**src/rtl/bch_31_pkg.sv**
```systemverilog
// bch_31_pkg: shared constants and types for the BCH(31,21) encoder/decoder chain.
//   BCH_N / BCH_K / BCH_NPAR : code length, message length, parity length
//   BCH_GEN                  : generator polynomial g(x), bit i <-> x^i
//   bch_state_t              : encoder framing state {MSG, PAR}
package bch_31_pkg;

  localparam int BCH_N    = 31;
  localparam int BCH_K    = 21;
  localparam int BCH_NPAR = 10;

  localparam logic [10:0] BCH_GEN = 11'h769;

  typedef enum logic {
    MSG = 1'b0,
    PAR = 1'b1
  } bch_state_t;

  // Feedback term of the division LFSR: g(x) without its leading x^10 term.
  function automatic logic [BCH_NPAR-1:0] bch_feedback(input logic fb);
    logic [BCH_NPAR-1:0] term;
    if (fb) begin
      term = BCH_GEN[BCH_NPAR-1:0];
    end else begin
      term = {BCH_NPAR{1'b0}};
    end
    return term;
  endfunction

endpackage

```
**src/rtl/bch_31_lfsr.sv**
```systemverilog
// bch_31_lfsr: 10-bit remainder register computing m(x)*x^10 mod g(x).
//   clk, rst  : clock, asynchronous active-high reset
//   shift_en  : advance the register one step
//   load_msg  : 1 = divide in din (message phase), 0 = plain shift out (parity phase)
//   din       : message bit, highest degree first
//   clear     : synchronous clear, takes priority over shift_en
//   msb       : remainder bit of highest degree (next parity bit to emit)
module bch_31_lfsr
  import bch_31_pkg::*;
(
  input  logic clk,
  input  logic rst,
  input  logic shift_en,
  input  logic load_msg,
  input  logic din,
  input  logic clear,
  output logic msb
);

  logic [BCH_NPAR-1:0] r;

  // Remainder register: divide during the message, then shift parity out MSB first.
  always_ff @(posedge clk or posedge rst) begin
    if (rst) begin
      r <= {BCH_NPAR{1'b0}};
    end else if (clear) begin
      r <= {BCH_NPAR{1'b0}};
    end else if (shift_en) begin
      if (load_msg) begin
        r <= {r[BCH_NPAR-2:0], 1'b0} ^ bch_feedback(din ^ r[BCH_NPAR-1]);
      end else begin
        r <= {r[BCH_NPAR-2:0], 1'b0};
      end
    end else begin
      r <= r;
    end
  end

  assign msb = r[BCH_NPAR-1];

endmodule

```
**src/rtl/bch_31_encoder.sv**
```systemverilog
// bch_31_encoder: bit-serial systematic BCH(31,21) encoder.
//   clk, rst            : clock, asynchronous active-high reset
//   in_valid/in_ready   : message bit handshake, in_data = m20 first
//   out_valid/out_ready : codeword bit handshake, out_data = c30 first .. c0 last
//   out_sof / out_eof   : mark c30 / c0
// Optional (macro BCH31_PARALLEL_OUT_EN): cw[30:0] holds the last full codeword,
//   cw_valid pulses for one cycle after c0 is transferred.
module bch_31_encoder
  import bch_31_pkg::*;
(
  input  logic        clk,
  input  logic        rst,
  input  logic        in_valid,
  output logic        in_ready,
  input  logic        in_data,
  output logic        out_valid,
  input  logic        out_ready,
  output logic        out_data,
  output logic        out_sof,
  output logic        out_eof
`ifdef BCH31_PARALLEL_OUT_EN
  ,
  output logic [30:0] cw,
  output logic        cw_valid
`endif
);

  localparam logic [4:0] MSG_LAST = 5'(BCH_K - 1);
  localparam logic [4:0] PAR_LAST = 5'(BCH_N - BCH_K - 1);

  bch_state_t state;
  logic [4:0] cnt;
  logic       slot_free;
  logic       msg_take;
  logic       par_take;
  logic       par_bit;

  // The output register can take a new bit when empty or being drained this cycle.
  assign slot_free = !out_valid || out_ready;
  assign in_ready  = (state == MSG) && slot_free;
  assign msg_take  = in_valid && in_ready;
  assign par_take  = (state == PAR) && slot_free;

  bch_31_lfsr u_lfsr (
    .clk      (clk),
    .rst      (rst),
    .shift_en (msg_take || par_take),
    .load_msg (state == MSG),
    .din      (in_data),
    .clear    (par_take && (cnt == PAR_LAST)),
    .msb      (par_bit)
  );

  // Framing FSM and output register; outputs hold while stalled by out_ready.
  always_ff @(posedge clk or posedge rst) begin
    if (rst) begin
      state     <= MSG;
      cnt       <= 5'd0;
      out_valid <= 1'b0;
      out_data  <= 1'b0;
      out_sof   <= 1'b0;
      out_eof   <= 1'b0;
    end else begin
      case (state)
        MSG: begin
          if (msg_take) begin
            out_data  <= in_data;
            out_valid <= 1'b1;
            out_sof   <= (cnt == 5'd0);
            out_eof   <= 1'b0;
            if (cnt == MSG_LAST) begin
              state <= PAR;
              cnt   <= 5'd0;
            end else begin
              cnt <= cnt + 5'd1;
            end
          end else if (slot_free) begin
            out_valid <= 1'b0;
            out_sof   <= 1'b0;
            out_eof   <= 1'b0;
          end
        end
        PAR: begin
          if (slot_free) begin
            out_data  <= par_bit;
            out_valid <= 1'b1;
            out_sof   <= 1'b0;
            out_eof   <= (cnt == PAR_LAST);
            if (cnt == PAR_LAST) begin
              state <= MSG;
              cnt   <= 5'd0;
            end else begin
              cnt <= cnt + 5'd1;
            end
          end
        end
        default: begin
          state     <= MSG;
          cnt       <= 5'd0;
          out_valid <= 1'b0;
        end
      endcase
    end
  end

`ifdef BCH31_PARALLEL_OUT_EN
  logic [29:0] shadow;

  // Collect transferred bits; on the c0 transfer publish the whole codeword.
  always_ff @(posedge clk or posedge rst) begin
    if (rst) begin
      shadow   <= 30'd0;
      cw       <= 31'd0;
      cw_valid <= 1'b0;
    end else if (out_valid && out_ready) begin
      shadow <= {shadow[28:0], out_data};
      if (out_eof) begin
        cw       <= {shadow, out_data};
        cw_valid <= 1'b1;
      end else begin
        cw_valid <= 1'b0;
      end
    end else begin
      cw_valid <= 1'b0;
    end
  end
`endif

endmodule

```
**config.mk**
```make
export PLATFORM = sky130hd
export DESIGN_NAME = bch_31_encoder
export DESIGN_NICKNAME = d
export VERILOG_FILES = /design/src/rtl/bch_31_pkg.sv /design/src/rtl/bch_31_lfsr.sv /design/src/rtl/bch_31_encoder.sv
export SDC_FILE = /design/constraint.sdc
export NUM_CORES = 1
export LEC_CHECK = 0
export CORE_ASPECT_RATIO = 0.6
export CORE_MARGIN = 5
export CORE_UTILIZATION = 49
export DETAILED_ROUTE_END_ITERATION = 16
export HOLD_SLACK_MARGIN = 0.12
export PLACE_DENSITY = 0.82
export SLEW_MARGIN = 20
export SYNTH_ARGS = -nofsm -noshare
export SYNTH_HDL_FRONTEND = slang
export SYNTH_HIERARCHICAL = 1
export SYNTH_SLANG_ARGS = --single-unit
```
**constraint.sdc**
```tcl
create_clock -name clk -period 1.8 [get_ports clk]
set_input_delay 0.45 -clock clk [delete_from_list [all_inputs] [get_ports clk]]
set_output_delay 0.45 -clock clk [all_outputs]
set_load 0.1 [all_outputs]
```
### After elaboration in Yosys (flattened, before gate mapping)

Index checks and enable logic that the tools add are counted.

* eq/ne operators: 5
* reduce and logical (&&, ||, !) cells: 11
* bitwise gates (word level): 3
* multiplexer cells: 30
* $add $sub $neg: 1

Operator list (number)
* $mux 10: 7
* $mux 5: 4
* $mux 1: 13
* $pmux 1 s2: 5
* $pmux 5 s2: 1
* $xor 10x10->10: 1
* $add 5x1->5 const B: 1
* $eq 5x4->1 const B: 1
* $eq 5x5->1 const B: 1
* $logic_not 5->1: 1
* $logic_and 1x1->1: 4
* $reduce_and 2->1: 2
* $ne 3x3->1 const B: 1
* $logic_or 1x1->1: 2
* $ne 2x1->1 const B: 1
* $ne 2x2->1 const B: 1
* $reduce_bool 2->1: 1
* $logic_not 1->1: 1
* $not 1->1: 1
* $xor 1x1->1: 1

* flip-flop bits (word level): 20
* output and inout port bits: 5

### Logic depth before layout (Yosys ltp)

* word-level depth: 11
* depth in mapped cells: 9
* mapped depth without buffers: 6

### Hierarchy

Netlist, hierarchy kept.

Modules (own cells, without submodules)
* bch_31_encoder: sequential area each 250.2 um^2, cells an instance 57, area an instance 568.0 um^2, instances 1
* bch_31_lfsr: sequential area each 250.2 um^2, cells an instance 51, area an instance 500.5 um^2, instances 1

### Worst setup path before layout

Ideal clock, no wire load.

* kind: register -> register
* start: reg out_valid
* end: reg state
* data required time: 1.733 ns
* arrival: 2.910 ns
* buffers on the path: 1
* library setup time: 0.067 ns
* stages on the path, launching flop included: 6
* setup slack: -1.177 ns
* cells stage by stage: dfrtp_1 nor2b_4 buf_6 nor2_1 and4b_1 a32o_1

* word-level cells in the longest chain between the ends: 6

Ends and longest elaborated chain
* start: declaration: line bch_31_encoder.sv:16 `output logic out_valid,`
* start signal: assignment: line bch_31_encoder.sv:59 `out_valid <= 1'b0;`
* start signal: assignment: line bch_31_encoder.sv:68 `out_valid <= 1'b1;`
* start signal: assignment: line bch_31_encoder.sv:78 `out_valid <= 1'b0;`
* $logic_not 1->1: line bch_31_encoder.sv:39 `assign slot_free = !out_valid || out_ready;`
* $logic_or 1x1->1: line bch_31_encoder.sv:39
* $logic_and 1x1->1: line bch_31_encoder.sv:40 `assign in_ready = (state == MSG) && slot_free;`
* named net in_ready: line bch_31_encoder.sv:14 `output logic in_ready,`
* $logic_and 1x1->1: line bch_31_encoder.sv:41 `assign msg_take = in_valid && in_ready;`
* $mux 1: line bch_31_encoder.sv:66 `if (msg_take) begin`
* $pmux 1 s2: line bch_31_encoder.sv:64 `case (state)`
* end signal: assignment: line bch_31_encoder.sv:57 `state <= MSG;`
* end signal: assignment: line bch_31_encoder.sv:72 `state <= PAR;`
* end signal: assignment: line bch_31_encoder.sv:90 `state <= MSG;`
* end: declaration: line bch_31_encoder.sv:31 `bch_state_t state;`

The timed path passes the listed nets, and every way through them passes these cells.
A chain may end at the register's enable or synchronous reset.

### Final worst setup path

* start: reg out_valid
* end: reg u_lfsr.r[9]

* word-level cells in the longest chain between the ends: 6

Ends and longest elaborated chain
* $logic_not 1->1 (*): line bch_31_encoder.sv:39
* $logic_or 1x1->1 (*): line bch_31_encoder.sv:39
* $logic_and 1x1->1: line bch_31_encoder.sv:40
* $logic_and 1x1->1: line bch_31_encoder.sv:41
* $logic_or 1x1->1: line bch_31_encoder.sv:47 `.shift_en (msg_take || par_take),`
* $reduce_bool 2->1 (no line)
* end signal: assignment: line bch_31_lfsr.sv:30 `r <= {r[BCH_NPAR-2:0], 1'b0} ^ bch_feedback(din ^ r[BCH_NPAR-1]);`
* end signal: assignment: line bch_31_lfsr.sv:32 `r <= {r[BCH_NPAR-2:0], 1'b0};`
* end signal: assignment: line bch_31_lfsr.sv:35 `r <= r;`
* end: declaration: line bch_31_lfsr.sv:20 `logic [BCH_NPAR-1:0] r;`

Mark *: on every way between the ends. The rest lies on a longest branch, timed or not.

==> parameters.txt <==
Parameter                              Value

Yosys
  Syn Nets    116
  Average footprint of a synthesized cell    9.89 um2
  Register bit count reported by yosys    20
  Number of standard cells after synthesis    108
  Portion of the post-synthesis area used by sequential elements    0.468
  Share of the synthesized area in compound gates (AO/OA/AOI/OAI)    0.158
  Count of synthesis-stage warnings from yosys    6
  Synthesized-area fraction occupied by and/or/nand/nor cells    0.213
  Largest area contributor in the synthesized netlist    sky130_fd_sc_hd__dfrtp_1
  Adder-cell area share of the yosys netlist    0.0351
  Combinational family with the most area after synthesis    simple AND/OR/NAND/NOR gates
  Total standard cell area after synthesis    1070 um2
  Most area-consuming cells after synthesis    sky130_fd_sc_hd__dfrtp_1 47%, sky130_fd_sc_hd__mux2i_1 5.6%, sky130_fd_sc_hd__nor2_1 4.2%
  Share of the synthesized netlist area taken by xor and xnor gates    0.00820
  Post-synthesis cell type count    37
  Fraction of post-synthesis cell area in the top cell type by area    0.468
  Mux contribution to synthesized area    0.0562

Global route
  Total gr overflow    0
  Number of antenna violations at the first check in global routing    0
  Pin count of the biggest net entering global routing    12
  Wire length of the first global-routing pass    4100 um
  Vias in the first global route    857
  GRT Total Usage    0.167

Critical path
  Worst endpoint data arrival time    1.98 ns
  Library cell contributing the largest single delay on the critical path    sky130_fd_sc_hd__dfrtp_4
  Buffering stage count on the worst path with inverters included    2
  Type of the worst setup path    reg -> reg
  Delay-heaviest family, CP    flip-flops
  Setup crit end kind    flip-flop
  Worst Setup Start Kind    flip-flop
  Highest fanout seen on the critical path    4
  Data required time of the critical path    2.04 ns
  CP Cell Sequence    nor2b_4 -> buf_4 -> or2_1 -> inv_4 -> nand3b_1 -> a211o_1 -> a31oi_1
  Largest stage delay on the critical path    0.49 ns

Drt
  Detail Route met2 WL    1090 um
  Final wirelength    2320 um
  Iteration-0 DRC count of the detailed router    50
  Post-detailed-route DRC marker count    0
  Total met3 wirelength after detailed routing    95 um
  Remaining antenna violation count after routing    0
  First-pass DRT Iterations    4
  Top Layer Used    met4
  Sum of routed wire segments on met1    1100 um
  Count of vias placed by the detailed router    877
  Wirelength per Cell    14.9 um
  Vias per cell    5.66

Pwr
  Total power after layout    1.98 mW
  IR Drop Worst-Case VDD    0.000654 V
  Power density normalized to cell area    1490 nW/um2
  Static Leak    0.591 nW

Placed design
  Hpwl dp    1780 um
  Count of buffers inserted at the top-level ports    9
  Weighted congestion reported at the end of routability-driven placement    0.762

Timing
  Final Max Slew Viols    0
  Max Clock Skew    0.0181 ns
  Final Cycle Share    0.967
  F_max    0.574 GHz
  Relative slew slack    0.596
  Endpoints failing setup    0
  Total count of hold-check failures in the final report    0
  Min Hold Slack    0.440 ns
  Post-layout min period    1.74 ns
  Unrepaired setup endpoints after global routing    no
  Slew of the pin with the lowest slew margin    0.602 ns

Die
  Die Y-Extent    46.2 um
  Row count    13
  Initial Utilization    0.505
  Overall die area    3250 um2
  Horizontal die dimension    70.3 um
  Core Region    2110 um2
  I/O pin total    10

Clock tree
  Clk sinks    20
  Clock-pin transition on the worst setup and hold timing paths    0.12 ns
  Clock buffer depth    2
  Clock Root Buffer    sky130_fd_sc_hd__clkbuf_4
  Number of hold buffers added after cts    0
  Maximum level of the CTS H-tree    1
  TritonCTS clock tree    built
  TritonCTS buffer count    3
  Worst-Skew Late Latency    0.31 ns

Cells and area
  Layout cells sized above 1    0.184
  # nets final    134
  Area delta synth->final    24.5%
  Antenna cell count    0

Outcome
  Result of the run    complete, no violations

Hold path
  Worst min-delay path class    in -> async

Job
  Max-cap check violation count    0
==> final timing paths <==
| path | start | to | slack, ns | depth (start not counted) |
|---|---|---|---|---|
| max | out_valid | u_lfsr/r[9] | 0.06 | 7 |
| min | rst | u_lfsr/r[8] | 0.44 | 2 |
| max reg2reg | out_valid | u_lfsr/r[9] | 0.06 | 7 |
| min reg2reg | u_lfsr/r[6] | u_lfsr/r[7] | 0.54 | 2 |
| max in group asynchronous | rst | out_valid | 1.04 | 2 |
| min in group clk | u_lfsr/r[6] | u_lfsr/r[7] | 0.54 | 2 |
==> worst reg2reg max path, cell delays in order, from the launching register on <==
cell and delay, ns:
sky130_fd_sc_hd__dfrtp_4 0.49, sky130_fd_sc_hd__nor2b_4 0.14, sky130_fd_sc_hd__buf_4 0.13, sky130_fd_sc_hd__or2_1 0.25, sky130_fd_sc_hd__inv_4 0.10, sky130_fd_sc_hd__nand3b_1 0.09, sky130_fd_sc_hd__a211o_1 0.29, sky130_fd_sc_hd__a31oi_1 0.18
==> per-layer routing <==
metal	up-vias	track usage
met4	0	0.0573
met5	-	0
met3	4	0.0610
met1	430	0.204
met2	21	0.281
li1	422	-
==> cells in the mapped netlist <==
cell                        number
sky130_fd_sc_hd__a211o_1         1
sky130_fd_sc_hd__a21o_1          1
sky130_fd_sc_hd__a21oi_1         3
sky130_fd_sc_hd__a22o_1          1
sky130_fd_sc_hd__a311oi_1        4
sky130_fd_sc_hd__a31oi_1         2
sky130_fd_sc_hd__a32o_1          1
sky130_fd_sc_hd__and4b_1         1
sky130_fd_sc_hd__buf_1           1
sky130_fd_sc_hd__buf_2           1
sky130_fd_sc_hd__buf_6           2
sky130_fd_sc_hd__clkbuf_1        1
sky130_fd_sc_hd__dfrtp_1        20
sky130_fd_sc_hd__ha_1            3
sky130_fd_sc_hd__inv_1           7
sky130_fd_sc_hd__inv_2           1
sky130_fd_sc_hd__mux2i_1         6
sky130_fd_sc_hd__nand2_1         5
sky130_fd_sc_hd__nand2b_1        2
sky130_fd_sc_hd__nand3_1         3
sky130_fd_sc_hd__nand3b_1        2
sky130_fd_sc_hd__nand4b_1        1
sky130_fd_sc_hd__nand4bb_1       1
sky130_fd_sc_hd__nor2_1         12
sky130_fd_sc_hd__nor2b_1         1
sky130_fd_sc_hd__nor2b_4         1
sky130_fd_sc_hd__nor3_1          1
sky130_fd_sc_hd__nor4_1          2
sky130_fd_sc_hd__o21ai_0         8
sky130_fd_sc_hd__o21ai_1         2
sky130_fd_sc_hd__o22ai_1         1
sky130_fd_sc_hd__o2bb2ai_2       1
sky130_fd_sc_hd__or2_1           1
sky130_fd_sc_hd__or2_4           1
sky130_fd_sc_hd__or2b_1          1
sky130_fd_sc_hd__or3_1           5
sky130_fd_sc_hd__xnor2_1         1
==> layout make-up <==
cell class | instances | area, um2
Fill cell | 176 | 785
Multi-Input combinational cell | 75 | 510
Sequential cell | 20 | 504
Timing Repair Buffer | 18 | 219
Tap cell | 30 | 37.5
Inverter | 8 | 32.5
Clock buffer | 4 | 26.3
==> flip-flops by register name, summed over array words and instances (netlist names) <==
signal / cells
out_valid: 1
out_sof: 1
u_lfsr/r: 10
out_data: 1
cnt: 5
out_eof: 1
state: 1
==> power breakdown <==
part           total, mW  internal [mW]  switching [mW]  leakage, nW
Clock              0.229         0.0866           0.142       0.0150
Sequential         0.816          0.626           0.189        0.234
Combinational      0.934          0.420           0.514        0.342
Total               1.98           1.13           0.846        0.591
==> per-stage QoR <==
stage | TNS, ns | setup WS (ns) | utilization | area (um2) | cells
finish | 0 | 0.0586 | 0.629 | 1330 | 155
global route | 0 | 0.0101 | 0.629 | 1330 | 155
CTS | 0 | 0.0705 | 0.629 | 1330 | 155
detailed placement | -1.52 | -0.228 | 0.614 | 1300 | 150
global placement | -0.796 | -0.108 | 0.614 | 1300 | 150
floorplan | -0.879 | -0.153 | - | 1090 | 108
==> kinds of logic after synthesis <==
family                   count (synthesis)
flip-flops                              20
buffers and inverters                   13
AND/OR/NAND/NOR                         40
XOR/XNOR                                 1
multiplexers                             6
AO/OA/AOI/OAI                           25
adder cells (fa/ha/maj)                  3
==> cell usage in the layout (no fill, tap or decap), drive strengths merged <==
| cell type | n |
|---|---|
| a211o | 1 |
| a21o | 1 |
| a21oi | 3 |
| a22o | 1 |
| a311oi | 4 |
| a31oi | 2 |
| a32o | 1 |
| and4b | 1 |
| buf | 14 |
| clkbuf | 4 |
| clkdlybuf4s50 | 3 |
| dfrtp | 20 |
| dlygate4sd2 | 1 |
| ha | 3 |
| inv | 8 |
| mux2i | 6 |
| nand2 | 5 |
| nand2b | 2 |
| nand3 | 3 |
| nand3b | 2 |
| nand4b | 1 |
| nand4bb | 1 |
| nor2 | 12 |
| nor2b | 2 |
| nor3 | 1 |
| nor4 | 2 |
| o21ai | 10 |
| o22ai | 1 |
| o2bb2ai | 1 |
| or2 | 2 |
| or2b | 1 |
| or3 | 5 |
| xnor2 | 1 |
==> what timing repair did <==
item                                    CTS  global route
gates resized for setup                   1             0
setup buffers                             2             0
endpoints found under the setup margin    1             0
(Power assumes the default switching activity.)
